**config.mk**
```make
export PLATFORM = sky130hd
export DESIGN_NAME = multicycle_control_fsm
export DESIGN_NICKNAME = d
export VERILOG_FILES = /design/src/rtl/multicycle_control_fsm.sv
export SDC_FILE = /design/constraint.sdc
export NUM_CORES = 1
export LEC_CHECK = 0
export BUFFER_PORTS_ARGS = -buffer_cell sky130_fd_sc_hd__buf_2
export CAP_MARGIN = 20
export CORE_ASPECT_RATIO = 0.75
export CORE_MARGIN = 3
export CORE_UTILIZATION = 50
export DETAILED_ROUTE_END_ITERATION = 8
export GPL_ROUTABILITY_DRIVEN = 0
export HOLD_SLACK_MARGIN = 0.06
export PLACE_DENSITY = 0.85
export SLEW_MARGIN = 0
export SYNTH_ARGS = -nofsm -noshare
export SYNTH_HDL_FRONTEND = slang
export SYNTH_SLANG_ARGS = --single-unit
export TNS_END_PERCENT = 100
```
**constraint.sdc**
```tcl
create_clock -name clk -period 4.1 [get_ports clk]
set_clock_uncertainty 0.15 [all_clocks]
set_input_delay 0.41 -clock clk [delete_from_list [all_inputs] [get_ports clk]]
set_output_delay 0.41 -clock clk [all_outputs]
set_load 0.05 [all_outputs]
```
**src/rtl/multicycle_control_fsm.sv**
```systemverilog
// Control sequencer for a multi-cycle RISC-V datapath. A single ALU, memory
// port and register file are shared across FETCH/DECODE/EXEC/MEM/WB. Illegal
// opcodes and memory accesses that wait too long for mem_ready both trap.
module multicycle_control_fsm #(
  parameter int unsigned MEM_TIMEOUT = 15,
  parameter int unsigned CNT_W       = 32
) (
  input  logic             clk,
  input  logic             arst_n,
  input  logic             enable,
  input  logic [6:0]       opcode,
  input  logic             zero,
  input  logic             mem_ready,
  output logic             ir_write,
  output logic             pc_write,
  output logic             pc_src,
  output logic [1:0]       alu_op,
  output logic             alu_src,
  output logic             mem_read,
  output logic             mem_write,
  output logic             mem_2_reg,
  output logic             reg_write,
  output logic             trap,
  output logic [1:0]       trap_cause,
  output logic [CNT_W-1:0] retired,
  output logic [2:0]       state
);

  typedef enum logic [2:0] {
    FETCH  = 3'd0,
    DECODE = 3'd1,
    EXEC   = 3'd2,
    MEM    = 3'd3,
    WB     = 3'd4,
    TRAP   = 3'd5
  } state_t;

  localparam logic [6:0] OP_R     = 7'b0110011;
  localparam logic [6:0] OP_I     = 7'b0010011;
  localparam logic [6:0] OP_LOAD  = 7'b0000011;
  localparam logic [6:0] OP_STORE = 7'b0100011;
  localparam logic [6:0] OP_BEQ   = 7'b1100011;
  localparam logic [6:0] OP_JAL   = 7'b1101111;

  // Wait count at which a further cycle without mem_ready becomes a timeout.
  localparam logic [7:0] WAIT_LIMIT = 8'(MEM_TIMEOUT - 1);

  state_t     cur, nxt;
  logic [6:0] op_q;
  logic [7:0] wait_cnt;
  logic [1:0] cause_q, cause_nxt;
  logic       retire, waiting, limit_hit;
  logic       ir_write_c, pc_write_c, pc_src_c, alu_src_c;
  logic       mem_read_c, mem_write_c, mem_2_reg_c, reg_write_c;
  logic [1:0] alu_op_c;

  assign limit_hit = (wait_cnt == WAIT_LIMIT);

  // Next-state, trap cause and per-state control strobes.
  always_comb begin
    nxt         = cur;
    cause_nxt   = cause_q;
    retire      = 1'b0;
    waiting     = 1'b0;
    ir_write_c  = 1'b0;
    pc_write_c  = 1'b0;
    pc_src_c    = 1'b0;
    alu_op_c    = 2'b10;
    alu_src_c   = 1'b0;
    mem_read_c  = 1'b0;
    mem_write_c = 1'b0;
    mem_2_reg_c = 1'b0;
    reg_write_c = 1'b0;
    unique case (cur)
      FETCH: begin
        // A nonzero wait count means the fetch already started, so a late
        // drop of enable must not abandon it.
        if (enable || (wait_cnt != '0)) begin
          mem_read_c = 1'b1;
          if (mem_ready) begin
            ir_write_c = 1'b1;
            nxt        = DECODE;
          end else begin
            waiting = 1'b1;
            if (limit_hit) begin
              nxt       = TRAP;
              cause_nxt = 2'b10;
            end
          end
        end
      end
      DECODE: begin
        unique case (opcode)
          OP_R, OP_I, OP_LOAD, OP_STORE, OP_BEQ, OP_JAL: nxt = EXEC;
          default: begin
            nxt       = TRAP;
            cause_nxt = 2'b01;
          end
        endcase
      end
      EXEC: begin
        unique case (op_q)
          OP_R: nxt = WB;
          OP_I: begin
            alu_op_c  = 2'b00;
            alu_src_c = 1'b1;
            nxt       = WB;
          end
          OP_LOAD, OP_STORE: begin
            alu_op_c  = 2'b00;
            alu_src_c = 1'b1;
            nxt       = MEM;
          end
          OP_BEQ: begin
            alu_op_c   = 2'b01;
            pc_write_c = 1'b1;
            pc_src_c   = zero;
            retire     = 1'b1;
            nxt        = FETCH;
          end
          OP_JAL: begin
            pc_write_c = 1'b1;
            pc_src_c   = 1'b1;
            retire     = 1'b1;
            nxt        = FETCH;
          end
          default: nxt = FETCH;
        endcase
      end
      MEM: begin
        alu_op_c    = 2'b00;
        alu_src_c   = 1'b1;
        mem_read_c  = (op_q == OP_LOAD);
        mem_write_c = (op_q != OP_LOAD);
        if (mem_ready) begin
          if (op_q == OP_LOAD) begin
            nxt = WB;
          end else begin
            pc_write_c = 1'b1;
            retire     = 1'b1;
            nxt        = FETCH;
          end
        end else begin
          waiting = 1'b1;
          if (limit_hit) begin
            nxt       = TRAP;
            cause_nxt = 2'b10;
          end
        end
      end
      WB: begin
        reg_write_c = 1'b1;
        mem_2_reg_c = (op_q == OP_LOAD);
        pc_write_c  = 1'b1;
        retire      = 1'b1;
        nxt         = FETCH;
      end
      TRAP: nxt = TRAP;
      default: nxt = FETCH;
    endcase
  end

  // State, latched opcode, trap cause, wait counter and retire counter.
  always_ff @(posedge clk or negedge arst_n) begin
    if (!arst_n) begin
      cur      <= FETCH;
      op_q     <= '0;
      cause_q  <= '0;
      wait_cnt <= '0;
      retired  <= '0;
    end else begin
      cur     <= nxt;
      cause_q <= cause_nxt;
      if (cur == DECODE) op_q <= opcode;
      // Any cycle that is not a continuing wait leaves the counter at zero,
      // which covers the clear on entry to FETCH and to MEM.
      if (waiting) wait_cnt <= wait_cnt + 8'd1;
      else         wait_cnt <= '0;
      if (retire) retired <= retired + CNT_W'(1);
    end
  end

  // Strobes are gated by reset so nothing leaks while arst_n is low.
  assign ir_write   = arst_n & ir_write_c;
  assign pc_write   = arst_n & pc_write_c;
  assign pc_src     = arst_n & pc_src_c;
  assign alu_op     = arst_n ? alu_op_c : 2'b10;
  assign alu_src    = arst_n & alu_src_c;
  assign mem_read   = arst_n & mem_read_c;
  assign mem_write  = arst_n & mem_write_c;
  assign mem_2_reg  = arst_n & mem_2_reg_c;
  assign reg_write  = arst_n & reg_write_c;
  assign trap       = (cur == TRAP);
  assign trap_cause = cause_q;
  assign state      = cur;

endmodule

```
==> results.md <==
* Status: completed
* Finish-stage setup viols at 0
* Post-synth top cells: dfrtp_1, nor2_1, nand2_1
* Boundary pin count at 60
* CTS tree: done
* Max clock buf depth at 2
* Most numerous cell in the Yosys netlist: dfrtp_1
* Fraction of registers with async set/reset at 100%
* CP arrival at 2.54 ns
* Port bufs at 59
* Post-DP HPWL at 4370 um
* Relative slew margins at 54.6%
* Hold Crit Class: input port to async pin
* Starting Density at 53.6%
* Routed vias at between 2k and 2.5k
* Reg2Reg Setup Slack at 1.44 ns
* Worst Max-Slew Pin Slew at 0.679 ns
* R2R depth at 5
* Htree depth at 2
* Max frequency at ~0.32 GHz
* Die area at 6320 sq um
* Initial antenna violation count at 0
* Root buffer cell: clkbuf_8
* First-pass GRT wire length at between 9000 and 10000 um
* Tcrit/Tclk final at 75.5%
* N_diodes at 0
* PwrDens at 298 nW/um^2
* Synth area leader: dfrtp_1
* Number of synthesized flops with an enable pin at 0
* Setup TNS Final at 0 ns
* All-layer global routing usage at 19.2%
* Inst Count DP at 394
* RR Endpoint: retired[15]$_DFFE_PN0P_
* First-pass detailed-route iteration total at 4
* DR iter-0 viols at about 180
* Die Span X at 90.8 um
* Avg Cell Area, Syn at between 10 and 15 sq um
* Syn. warnings at 0
* Placement Cell Area at 3050 sq um
* Antenna viol nets, final at 0
* Average wire per cell in the routed design at about 15 um
* FP Rows at 22
* Largest stage delay, worst path at 0.55 ns
* Core area at between 5000 and 6000 sq um
* Via density at 5.54
* Final wirelength at 6020 um
* Largest net degree at the start of global routing at 54
* RSZ-0062 raised after global routing: false
* Crit Path Max Fanout at 12
* Final min period at 3.10 ns
* Ys flop type: dfrtp_1
* Synth Instances at 269
* Worst-path cell chain: or3b_1 > or4_1 > o211ai_1 > buf_4 > and2_1 > buf_2
* Final instance area at 3180 sq um
* Startpoint class of the critical path: flop
* # resized after CTS at 0
* Worst skew pair latency at 0.31 ns
* Hold Vio Cnt, Final at 0
* Sequential fraction of the synthesis area at 48.2%
* Syn nets at 285
* Nets@finish at 345
* Total grt overflow at 0
* Final Core Density at 63.2%
* Worst-path clk slew at 0.10 ns
* R2R Path Start: state[1]$_DFFE_PN0P_
* Max-cap violations at 0
* Top post-synthesis cells by area: dfrtp_1, xor2_1, xnor2_1
* Layout cells sized above 1 at between 20% and 30%
* VDD IR max at about 0.15 mV
* TritonCTS Buffers at 5
* Non-Filler Instances at around 400
* DRC viols at 0
* Clk sinks at 52
* Netlist cell types at 45
* Fin. max-slew vios at 0
* CP max-delay cell: dfrtp_1
* Critical Path End Type: output port
* Area Overhead vs Synth at 17.9%
* Post-synth top area share at 48.2%
* Crit Path Class: flop to output port
* Setup bufs post-CTS at 0
* Hold-fix buffers, CTS at 0
* Synthesized cell area at 2700 sq um
* Vias in the first global route at 2050
* Die height at approximately 70 um
* #FFs+latches synth at 52
* Leakage power at approximately 1.4 nW
* Data required, critical path at 3.54 ns
[routing by layer]
layer  track usage, %  routed length, um  vias to the layer above
li1                 -                  -                     1056
met1             25.8               2790                     1093
met2             31.1               2850                       65
met3             4.12                296                        9
met4             5.85                 79                        0
met5                0                  0                        -
[placed cells by master (no fill, tap or decap), drive strengths merged, types with 2 or more instances in the layout]
| master | netlist | final |
|---|---|---|
| nand2b | 2 | 2 |
| nor3 | 15 | 15 |
| o21ai | 6 | 6 |
| clkbuf | 3 | 5 |
| ha | 4 | 4 |
| bufinv | 0 | 2 |
| nand2 | 23 | 23 |
| nor2b | 3 | 3 |
| and2 | 4 | 4 |
| inv | 11 | 11 |
| and3 | 9 | 9 |
| nor2 | 26 | 26 |
| nand3 | 14 | 14 |
| buf | 5 | 61 |
| or4 | 2 | 2 |
| nand4 | 14 | 14 |
| nor4 | 6 | 6 |
| xor2 | 22 | 22 |
| xnor2 | 16 | 16 |
| mux2 | 6 | 6 |
| dfrtp | 52 | 52 |
| nor3b | 3 | 3 |
| nor4b | 2 | 2 |
| a21oi | 6 | 6 |
[worst max-delay path, delay by kind of cell, from the launching register on]
| family | cells | cell delay [ns] |
|---|---|---|
| AND/OR/NAND/NOR | 3 | 1.07 |
| buffers and inverters | 2 | 0.47 |
| AO/OA/AOI/OAI | 1 | 0.13 |
| flip-flops | 1 | 0.55 |
[report_power, final]
part | internal [mW] | switching (mW)
sequential | 0.513 | 0.000199
combinational | 0.00725 | 0.0183
clock | 0.240 | 0.171
total | 0.760 | 0.189
[flip-flops by register name, summed over array words and instances, names as in the netlist]
signal,flops
state,3
op_q,7
retired,32
wait_cnt,8
trap_cause,2
[final cells by class]
class                   instances  area (sq um)
clock buffers                   5          68.8
clock inverters                 2          60.1
fillers                       416          1850
inverters                      11          41.3
multi-input cells             198          1310
flip-flops and latches         52          1300
well taps                      72          90.1
repair buffers                 61           310
[kinds of logic after synthesis]
logic type | count (synthesis) | synth area share [%]
AO/OA/AOI/OAI | 22 | 5.56
XOR/XNOR | 38 | 12.3
adder cells (fa/ha/maj) | 4 | 1.85
buffers and inverters | 19 | 3.20
flip-flops | 52 | 48.2
multiplexers | 6 | 2.50
AND/OR/NAND/NOR | 128 | 26.3
[worst max-delay path by stage]
stage | from | endpoint | slack, ns | cells after the start
after floorplan | state[1]$_DFFE_PN0P_ | alu_op[0] | 0.82 | 3
after global placement | state[2]$_DFFE_PN0P_ | pc_write | 1.41 | 6
after detailed placement | state[1]$_DFFE_PN0P_ | pc_write | 1.36 | 6
after CTS | state[1]$_DFFE_PN0P_ | pc_write | 1.01 | 6
after global routing | state[2]$_DFFE_PN0P_ | pc_write | 0.92 | 6
final | state[1]$_DFFE_PN0P_ | pc_write | 1.00 | 6
[stage by stage]
stage	hold slack (ns)	power (mW)	setup WS (ns)
after floorplan	-0.0356	0.530	0.817
after global routing	0.175	0.973	0.923
after detailed placement	0.307	0.550	1.36
after CTS	0.154	0.956	1.01
final	0.126	0.949	1.00
after global placement	0.302	0.549	1.41
Note: power is estimated with default switching activity, not from simulation.
